--- src/rtl/m_controller.sv ---
// Sequencing FSM for the M-extension unit: steps the remainder/divisor/quotient
// mux selects through load, iterate and capture, and decodes result forwarding.
module m_controller #(
    parameter int MUL_LATENCY = 1
) (
    input  logic       clk,
    input  logic       resetn,
    input  logic       start,
    input  logic [2:0] funct3,
    input  logic       rs1_sign,
    input  logic       rs2_sign,
    input  logic       rs2_zero,
    input  logic       flush,
    input  logic       sub_neg,
    output logic [2:0] mux_R,
    output logic [1:0] mux_D,
    output logic [1:0] mux_Z,
    output logic       mult_a_signed,
    output logic       mult_b_signed,
    output logic       busy,
    output logic       done,
    output logic [1:0] res_sel,
    output logic       res_neg
);

    typedef enum logic [2:0] {
        S_IDLE,
        S_LOAD,
        S_ITER,
        S_MWAIT,
        S_MCAP,
        S_DONE
    } state_t;

    localparam logic [2:0] R_KEEP       = 3'd0;
    localparam logic [2:0] R_A          = 3'd1;
    localparam logic [2:0] R_A_NEG      = 3'd2;
    localparam logic [2:0] R_SUB_KEEP   = 3'd3;
    localparam logic [2:0] R_MULT_LOWER = 3'd4;
    localparam logic [1:0] D_KEEP       = 2'd0;
    localparam logic [1:0] D_B          = 2'd1;
    localparam logic [1:0] D_B_NEG      = 2'd2;
    localparam logic [1:0] D_SHR        = 2'd3;
    localparam logic [1:0] Z_KEEP       = 2'd0;
    localparam logic [1:0] Z_ZERO       = 2'd1;
    localparam logic [1:0] Z_SHL_ADD    = 2'd2;
    localparam logic [1:0] Z_MULT_UPPER = 2'd3;
    localparam logic [1:0] SEL_Z        = 2'd0;
    localparam logic [1:0] SEL_R        = 2'd1;
    localparam logic [1:0] SEL_ONES     = 2'd2;

    // The iteration counter doubles as the multiplier wait counter.
    localparam logic [4:0] WAIT_LAST = 5'(MUL_LATENCY - 2);

    state_t     state_q, state_d;
    logic [4:0] cnt_q, cnt_d;
    logic [2:0] op_q, op_d;
    logic       s1_q, s1_d;
    logic       s2_q, s2_d;
    logic       div0_q, div0_d;
    logic       res_valid_q, res_valid_d;
    logic       signed_op;

    always_ff @(posedge clk) begin
        if (!resetn) begin
            state_q     <= S_IDLE;
            cnt_q       <= '0;
            op_q        <= '0;
            s1_q        <= 1'b0;
            s2_q        <= 1'b0;
            div0_q      <= 1'b0;
            res_valid_q <= 1'b0;
        end else begin
            state_q     <= state_d;
            cnt_q       <= cnt_d;
            op_q        <= op_d;
            s1_q        <= s1_d;
            s2_q        <= s2_d;
            div0_q      <= div0_d;
            res_valid_q <= res_valid_d;
        end
    end

    always_comb begin
        state_d     = state_q;
        cnt_d       = cnt_q;
        op_d        = op_q;
        s1_d        = s1_q;
        s2_d        = s2_q;
        div0_d      = div0_q;
        res_valid_d = res_valid_q;
        signed_op   = funct3[2] & ~funct3[0];

        if (flush) begin
            state_d = S_IDLE;
        end else begin
            case (state_q)
                S_IDLE: begin
                    if (start) begin
                        op_d        = funct3;
                        s1_d        = rs1_sign & signed_op;
                        s2_d        = rs2_sign & signed_op;
                        div0_d      = rs2_zero;
                        res_valid_d = 1'b0;
                        cnt_d       = '0;
                        if (funct3[2]) begin
                            state_d = S_LOAD;
                        end else if (MUL_LATENCY > 1) begin
                            state_d = S_MWAIT;
                        end else begin
                            state_d = S_MCAP;
                        end
                    end
                end
                S_LOAD: begin
                    cnt_d = '0;
                    if (div0_q) begin
                        state_d     = S_DONE;
                        res_valid_d = 1'b1;
                    end else begin
                        state_d = S_ITER;
                    end
                end
                S_ITER: begin
                    cnt_d = cnt_q + 5'd1;
                    if (cnt_q == 5'd31) begin
                        state_d     = S_DONE;
                        res_valid_d = 1'b1;
                    end
                end
                S_MWAIT: begin
                    if (cnt_q == WAIT_LAST) begin
                        state_d = S_MCAP;
                    end else begin
                        cnt_d = cnt_q + 5'd1;
                    end
                end
                S_MCAP: begin
                    state_d     = S_DONE;
                    res_valid_d = 1'b1;
                end
                S_DONE: begin
                    state_d = S_IDLE;
                end
                default: begin
                    state_d = S_IDLE;
                end
            endcase
        end
    end

    always_comb begin
        mux_R         = R_KEEP;
        mux_D         = D_KEEP;
        mux_Z         = Z_KEEP;
        busy          = (state_q != S_IDLE);
        done          = (state_q == S_DONE);
        mult_a_signed = (state_q != S_IDLE) && ((op_q == 3'b001) || (op_q == 3'b010));
        mult_b_signed = (state_q != S_IDLE) && (op_q == 3'b001);
        res_sel       = SEL_Z;
        res_neg       = 1'b0;

        case (state_q)
            S_LOAD: begin
                mux_R = s1_q ? R_A_NEG : R_A;
                mux_D = s2_q ? D_B_NEG : D_B;
                mux_Z = Z_ZERO;
            end
            S_ITER: begin
                mux_R = R_SUB_KEEP;
                mux_D = D_SHR;
                mux_Z = Z_SHL_ADD;
            end
            S_MCAP: begin
                mux_R = R_MULT_LOWER;
                mux_Z = Z_MULT_UPPER;
            end
            default: begin
            end
        endcase

        // Result forwarding stays at its reset value until the first completion.
        if (res_valid_q) begin
            case (op_q)
                3'b000: res_sel = SEL_R;
                3'b100, 3'b101: begin
                    res_sel = div0_q ? SEL_ONES : SEL_Z;
                    res_neg = (s1_q ^ s2_q) & ~div0_q;
                end
                3'b110, 3'b111: begin
                    res_sel = SEL_R;
                    res_neg = s1_q;
                end
                default: res_sel = SEL_Z;
            endcase
        end
    end

    always_ff @(posedge clk) begin
        if (resetn && state_q == S_ITER) begin
            assert (!$isunknown(sub_neg));
        end
    end

endmodule

--- config.mk ---
export PLATFORM = sky130hd
export DESIGN_NAME = m_controller
export DESIGN_NICKNAME = d
export VERILOG_FILES = /design/src/rtl/m_controller.sv
export SDC_FILE = /design/constraint.sdc
export NUM_CORES = 1
export LEC_CHECK = 0
export ABC_AREA = 0
export CAP_MARGIN = 20
export CORE_UTILIZATION = 30
export DETAILED_ROUTE_END_ITERATION = 10
export SYNTH_ARGS = -nofsm -noshare
export SYNTH_HDL_FRONTEND = slang
export SYNTH_SLANG_ARGS = --single-unit
--- constraint.sdc ---
create_clock -name clk -period 1.95 [get_ports clk]
set_input_delay 0.39 -clock clk [delete_from_list [all_inputs] [get_ports clk]]
set_output_delay 0.39 -clock clk [all_outputs]
set_load 0.02 [all_outputs]
==> run metrics, run 1 <==
Post-CTS Hold Fix Bufs=0; gate count of the mapped netlist=about 120; Max IR drop VDD=0.373 mV; Die Ht=57.3 um; worst clock skew=2.85 ps; IO Pins=25; layout net count=167; sum of met3 wire segment lengths after detailed routing=111 um; Slowest cell on crit path=sky130_fd_sc_hd__dfxtp_1; required time reported for the critical path endpoint=about 1600 ps; GRT overflow=0; leakage dissipation=0.514 nW; met2 layer wire length in the routed design=1.00 mm; number of endpoints failing setup at the final stage=0; Synth Area per Inst=7.41 um2; TritonCTS clock tree=done; area fraction of the dominant cell type after synthesis=32.7%; number of warnings issued by yosys=0; starting density of the core=32.5%; Die ar.=3290 um2; crit path time final=1860 ps; Detailed Route Iter0 Violations=39; wire length reported by the detailed router=2.21 mm; post-synth net total=137; Critical Path AT=roughly 1500 ps; cell internal pwr=about 0.46 mW; final-layout setup total negative slack=0 ps; post-DP HPWL=1.70 mm; final hold vios=0; achievable clock frequency=538 MHz; count of maximum capacitance violations=0; FF+latch count, synth=15; Routed wire per std cell=~12 um; top cells by area in the synthesized netlist=sky130_fd_sc_hd__dfxtp_1 (33%), sky130_fd_sc_hd__a21oi_1 (8.7%), sky130_fd_sc_hd__nand2_1 (5.3%); CP Cell Sequence=buf_4 -> nor2_1 -> and2_1 -> clkdlybuf4s15_1; Async SR Flop Fraction=0%; most common flop cell mapped by yosys=sky130_fd_sc_hd__dfxtp_1; router iterations before antenna repair=7; largest net degree at the start of global routing=18; sequential cell area fraction in the yosys report=32.7%; growth of design area from synthesis to finish=34.3%; clock-pin slew on the worst setup and hold paths=90 ps; clock group share of total power=28.0%; switching power as a share of total power=30.0%; DRC Markers=6; Worst Max-Slew Pin Slew=289 ps; setup repair after global routing missed its margin=no; share of total power in combinational logic=22.1%; relative contribution of sequential cells to total power=between 40 and 50%; antenna violations before repair=0; row count=19; first-pass GRT wire length=around 3.6 mm; CORE AREA=2830 um2; met1 layer wirelength in the final routing=between 1 and 1.5 mm; drt via density=5.09; placer's final routability congestion estimate=0.803; switching power summed over all nets=between 0.15 and 0.2 mW; cell area after synthesis=918 um2; cell at the root of the clock tree=sky130_fd_sc_hd__clkbuf_4; failing checks=DRC; pwr dens=532 nW/um2; Worst Hold Path Cells=2; number of flops mapped to enable cells by yosys=0; uppermost signal routing layer after detailed routing=met4; count of final max-slew check failures=0; number of buffers on the longest clock path=2; Critical Path Source Type=register; clock buffer count from CTS=3; count of buffers from port buffering=23; total inserted antenna cells=0; unique cell type count in the Yosys netlist=33; Largest stage delay, worst path=360 ps; class of the most critical setup path=reg -> out; share of post-route cells with drive strength above 1=around 17%; worst min-delay path category=reg -> reg; CP Capture Type=primary output; GRT Resource Usage Total=14.4%; number of levels in the clock H-tree=1; CP max FO=9; DP Cell Count=179; Die X=~57 um; Final Cycle Share=95.3%; Detail Route Antenna Nets=0; via count of the first global-routing pass=844; post-route insts no fill=184; outcome=finished with violations; number of cell instances on the worst register-to-register path=7; cell type with the highest aggregate area in the netlist=sky130_fd_sc_hd__dfxtp_1; insertion delay of the later-clocked pin in the worst-skew pair=290 ps; clock sink count=15; total via count in the routed design=936; Slew headroom=around four fifths
[per-layer routing]
layer	vias to the layer above	track usage [%]
li1	494	-
met1	419	18.7
met2	21	22.7
met3	2	4.99
met4	0	4.18
met5	-	0
[worst paths after layout]
check / slack [ps] / end / from
worst max-delay path: 90 / mux_R[2] / state_q[0]$_SDFFE_PP0P_
worst min-delay path: 480 / cnt_q[4]$_SDFFE_PN0P_ / cnt_q[4]$_SDFFE_PN0P_
worst max register to register: 160 / cnt_q[3]$_SDFFE_PN0P_ / cnt_q[0]$_SDFFE_PN0P_
worst min register to register: 480 / cnt_q[4]$_SDFFE_PN0P_ / cnt_q[4]$_SDFFE_PN0P_
[placed cells by master, fill, tap and decap left out, types with 4 or more instances in the layout]
master,n
sky130_fd_sc_hd__buf_4,9
sky130_fd_sc_hd__o21ai_0,7
sky130_fd_sc_hd__dlygate4sd2_1,8
sky130_fd_sc_hd__a21oi_1,16
sky130_fd_sc_hd__clkdlybuf4s50_1,9
sky130_fd_sc_hd__nor2_1,11
sky130_fd_sc_hd__inv_1,4
sky130_fd_sc_hd__dfxtp_1,12
sky130_fd_sc_hd__nand3_1,7
sky130_fd_sc_hd__nor3_1,5
sky130_fd_sc_hd__clkbuf_2,4
sky130_fd_sc_hd__nand2_1,13
[what timing repair did]
action                                  CTS  global route
resized for setup                        16            15
pin swaps                                 0             1
buffers inserted                          0             1
endpoints found under the setup margin   14            10
[metrics by stage]
step                hold slack, ps  setup WS (ps)  cell area [um2]  util, %  power (mW)
floorplan                      450            166              918        -       0.419
global placement               464           85.0             1210     42.8       0.482
detailed placement             474           64.3             1210     42.8       0.485
finish                         482           92.3             1230     43.6       0.656
CTS                            489           5.25             1230     43.4       0.660
global route                   514           12.3             1230     43.6       0.693
[area by class of cell]
class                           instances  area [um2]
Multi-Input combinational cell         98         581
Inverter                                4        15.0
Sequential cell                        15         304
Tap cell                               31        38.8
Clock buffer                            3        22.5
Clock inverter                          1        5.00
Timing Repair Buffer                   32         268
Fill cell                             303        1600
[power by group through the flow]
stage / Sequential (mW) / Combinational, mW / Clock (mW)
floorplan: 0.329 / 0.0898 / 0
global placement: 0.333 / 0.149 / 0
detailed placement: 0.333 / 0.151 / 0
CTS: 0.327 / 0.143 / 0.190
global route: 0.330 / 0.159 / 0.205
finish: 0.327 / 0.145 / 0.183
[logic make-up after synthesis]
| kind of cell | synth area share [%] |
|---|---|
| XOR/XNOR | 3.82 |
| adder cells (fa/ha/maj) | 2.72 |
| buffers and inverters | 5.72 |
| flip-flops | 32.7 |
| multiplexers | 2.18 |
| AND/OR/NAND/NOR | 37.1 |
| AO/OA/AOI/OAI | 15.8 |
[registers in the layout, summed over array words and instances, names as in the netlist]
signal,cells
op_q,3
s2_q,1
state_q,3
div0_q,1
res_valid_q,1
s1_q,1
cnt_q,5
[cell usage after synthesis, types with 3 or more instances]
| cell | count |
|---|---|
| sky130_fd_sc_hd__and3_1 | 3 |
| sky130_fd_sc_hd__buf_2 | 3 |
| sky130_fd_sc_hd__xnor2_1 | 3 |
| sky130_fd_sc_hd__nand2b_1 | 3 |
| sky130_fd_sc_hd__nor2_1 | 11 |
| sky130_fd_sc_hd__nor3_1 | 6 |
| sky130_fd_sc_hd__nor2b_1 | 4 |
| sky130_fd_sc_hd__a21oi_1 | 16 |
| sky130_fd_sc_hd__inv_1 | 4 |
| sky130_fd_sc_hd__dfxtp_1 | 15 |
| sky130_fd_sc_hd__nand2_1 | 13 |
| sky130_fd_sc_hd__clkbuf_1 | 3 |
| sky130_fd_sc_hd__nand3_1 | 7 |
| sky130_fd_sc_hd__o21ai_0 | 7 |
[worst max-delay path: cells and delay by family (launching register included)]
kind | cells | cell delay (ps)
buffers and inverters | 2 | 480
flip-flops | 1 | 360
AND/OR/NAND/NOR | 2 | 350
Power figures use the tool's default switching activity.
==> run 2: changes to the inputs <==
--- a/config.mk
+++ b/config.mk
@@ -9,6 +9,7 @@
 export CAP_MARGIN = 20
 export CORE_UTILIZATION = 30
 export DETAILED_ROUTE_END_ITERATION = 10
+export SETUP_SLACK_MARGIN = 0.15
 export SYNTH_ARGS = -nofsm -noshare
 export SYNTH_HDL_FRONTEND = slang
 export SYNTH_SLANG_ARGS = --single-unit
==> run 2 against run 1 <==
  * The run still ends with DRC left
  * Flip-flop and latch count unchanged
  * Hold slack improved by 10 ps
  * Sequential share of layout area down 0.14 points
  * Critical path depth unchanged
  * Sequential power barely moved
  * Cell count increased by 0.54%
  * Wire length rose by 4.1%
  * Clock power hardly changed
  * Via count grew 3.7%
  * Die area unchanged
  * Highest routed layer unchanged
==> run metrics, run 2 (same netlist as run 1, synthesis figures left out) <==
wire length reported by the detailed router=2.30 mm (was 2.21 mm); origin of the worst setup path=state_q[0]$_SDFFE_PP0P_ (unchanged); Largest register FFs=5 (unchanged); clock-pin slew on the worst setup and hold paths=90 ps (about the same); via count of the first global-routing pass=850 (was 844); Die ar.=3290 um2 (unchanged); GRT Resource Usage Total=14.5% (was 14.4%); number of buffers on the longest clock path=2 (unchanged); register ranked first by flip-flop count=cnt_q (unchanged); Slew headroom=80.7% (about the same); setup repair after global routing missed its margin=yes (was no); router iterations before antenna repair=7 (unchanged); insertion delay of the later-clocked pin in the worst-skew pair=290 ps (about the same); largest net degree at the start of global routing=18 (unchanged); worst clock skew=3.94 ps (was 2.85 ps); number of endpoints failing setup at the final stage=0 (unchanged); FF-to-FF Start=cnt_q[0]$_SDFFE_PN0P_ (unchanged); leakage dissipation=0.508 nW (was 0.514 nW); first-pass GRT wire length=3.65 mm (was 3.62 mm); drt via density=5.25 (was 5.09); pwr dens=520 nW/um2 (was 532 nW/um2); CP max FO=9 (unchanged); count of maximum capacitance violations=0 (unchanged); design area=1260 um2 (was 1230 um2); most frequent cells in the layout=sky130_fd_sc_hd__a21oi_1 (16), sky130_fd_sc_hd__nand2_1 (12), sky130_fd_sc_hd__buf_4 (12) (was sky130_fd_sc_hd__a21oi_1 (16), sky130_fd_sc_hd__nand2_1 (13), sky130_fd_sc_hd__dfxtp_1 (12)); starting density of the core=32.5% (unchanged); total via count in the routed design=971 (was 936); final hold vios=0 (unchanged); Post-CTS Hold Fix Bufs=0 (unchanged); clock sink count=15 (unchanged); Hold Worst Slack=492 ps (was 482 ps); r2r setup slk=240 ps (was 160 ps); Detail Route Antenna Nets=0 (unchanged); placer's final routability congestion estimate=0.803 (unchanged); combined flip-flop and latch cell area=309 um2 (was 304 um2); Slowest cell on crit path=sky130_fd_sc_hd__dfxtp_2 (was sky130_fd_sc_hd__dfxtp_1); count of final max-slew check failures=0 (unchanged); most common cell after layout, fill and taps aside=sky130_fd_sc_hd__a21oi_1 (unchanged); count of buffers from port buffering=23 (unchanged); largest registers ranked by flip-flop count=cnt_q (5), op_q (3), state_q (3) (unchanged); final-layout setup total negative slack=0 ps (unchanged); worst reg2reg endpoint=cnt_q[3]$_SDFFE_PN0P_ (unchanged); Die X=57.3 um (unchanged); CORE AREA=2830 um2 (unchanged); Worst Hold Launch=s1_q$_SDFFE_PN0P_ (was cnt_q[4]$_SDFFE_PN0P_); outcome=finished with violations (unchanged); post-DP HPWL=1.70 mm (unchanged); required time reported for the critical path endpoint=1560 ps (about the same); IO Pins=25 (unchanged); Die Ht=57.3 um (unchanged); number of cell instances on the worst register-to-register path=7 (unchanged); Max IR drop VDD=0.372 mV (was 0.373 mV); class of the most critical setup path=reg -> out (unchanged); Largest stage delay, worst path=350 ps (was 360 ps); CP Capture Type=primary output (unchanged); crit path time final=1740 ps (was 1860 ps); Critical Path AT=1350 ps (was 1470 ps); layout net count=168 (was 167); number of levels in the clock H-tree=1 (unchanged); fillcell total=290 (was 303); DRC Markers=3 (was 6); clock buffer count from CTS=3 (unchanged); failing checks=DRC (unchanged); Critical Path Source Type=register (unchanged); area after detailed placement=1210 um2 (unchanged); Worst Max-Slew Pin Slew=290 ps (was 289 ps); CP Cell Sequence=buf_4 -> nor2_2 -> and2_1 -> clkdlybuf4s15_2 (was buf_4 -> nor2_1 -> and2_1 -> clkdlybuf4s15_1); GRT overflow=0 (unchanged); antenna violations before repair=0 (unchanged); row count=19 (unchanged); Worst Hold Path Cells=2 (unchanged); cell at the root of the clock tree=sky130_fd_sc_hd__clkbuf_4 (unchanged); worst min-delay path category=reg -> reg (unchanged); total inserted antenna cells=0 (unchanged); Routed wire per std cell=12.4 um (was 12.0 um); share of post-route cells with drive strength above 1=25.3% (was 17.0%); Final Cycle Share=89.0% (was 95.3%); Multi-input gate area=603 um2 (was 581 um2); worst hold path endpoint=s1_q$_SDFFE_PN0P_ (was cnt_q[4]$_SDFFE_PN0P_); TritonCTS clock tree=done (unchanged); achievable clock frequency=576 MHz (was 538 MHz); growth of design area from synthesis to finish=37.3% (was 34.3%); Detailed Route Iter0 Violations=43 (was 39)
[run 2: cell type report]
type,count,area share (%)
clock buffers,3,1.79
clock inverters,1,0.397
inverters,4,1.19
multi-input cells,98,47.8
flip-flops and latches,15,24.5
well taps,31,3.08
repair buffers,33,21.2
[run 2: report_power, final]
part / switching (mW) / internal, mW
Clock: 0.105 / 0.0762
Combinational: 0.0786 / 0.0685
Sequential: 0.0121 / 0.315
Total: 0.196 / 0.460
[run 2: worst max path at each step]
stage / cells after the start / slack [ps] / endpoint
CTS: 4 / 90 / mux_D[0]
finish: 4 / 210 / mux_R[2]
global placement: 4 / 90 / mux_D[1]
floorplan: 3 / 170 / mult_b_signed
global route: 3 / 140 / mult_b_signed
detailed placement: 4 / 60 / mux_D[0]
[run 2: through the flow]
stage	total power, mW	setup WS, ps	utilization, %	instances
final	0.656	214	44.6	185
after global routing	0.696	142	44.6	185
after CTS	0.665	85.3	44.7	184
after detailed placement	0.485	64.3	42.8	179
after global placement	0.482	85.0	42.8	179
after floorplan	0.419	166	-	124
[run 2: metal layers]
layer	global-route usage [%]	vias up	part of all wire (%)	routed length (um)
met1	18.8	443	46	1060
met2	23.0	30	46	1060
li1	-	496	-	-
met5	0	-	0	0
met3	4.99	2	6.8	156
met4	4.18	0	0.70	16
[run 2: repair_timing]
| item | in CTS | in global routing |
|---|---|---|
| resized for setup | 34 | 24 |
| pin swaps | 2 | 1 |
| setup buffers | 1 | 1 |
| setup endpoints to repair | 18 | 15 |
[run 2: worst max-delay path, delay by kind of cell (launching register included)]
kind	cells	cell delay (ps)
simple gates	2	280
buf+inv	2	420
flops	1	350
==> run 3: changes to the inputs <==
--- a/config.mk
+++ b/config.mk
@@ -8,6 +8,7 @@
 export ABC_AREA = 0
 export CAP_MARGIN = 20
 export CORE_UTILIZATION = 30
+export CTS_CLUSTER_SIZE = 25
 export DETAILED_ROUTE_END_ITERATION = 10
 export SETUP_SLACK_MARGIN = 0.15
 export SYNTH_ARGS = -nofsm -noshare
==> results of run 3 <==
Same layout as run 2: the final DEF is identical, and so are final timing and power.
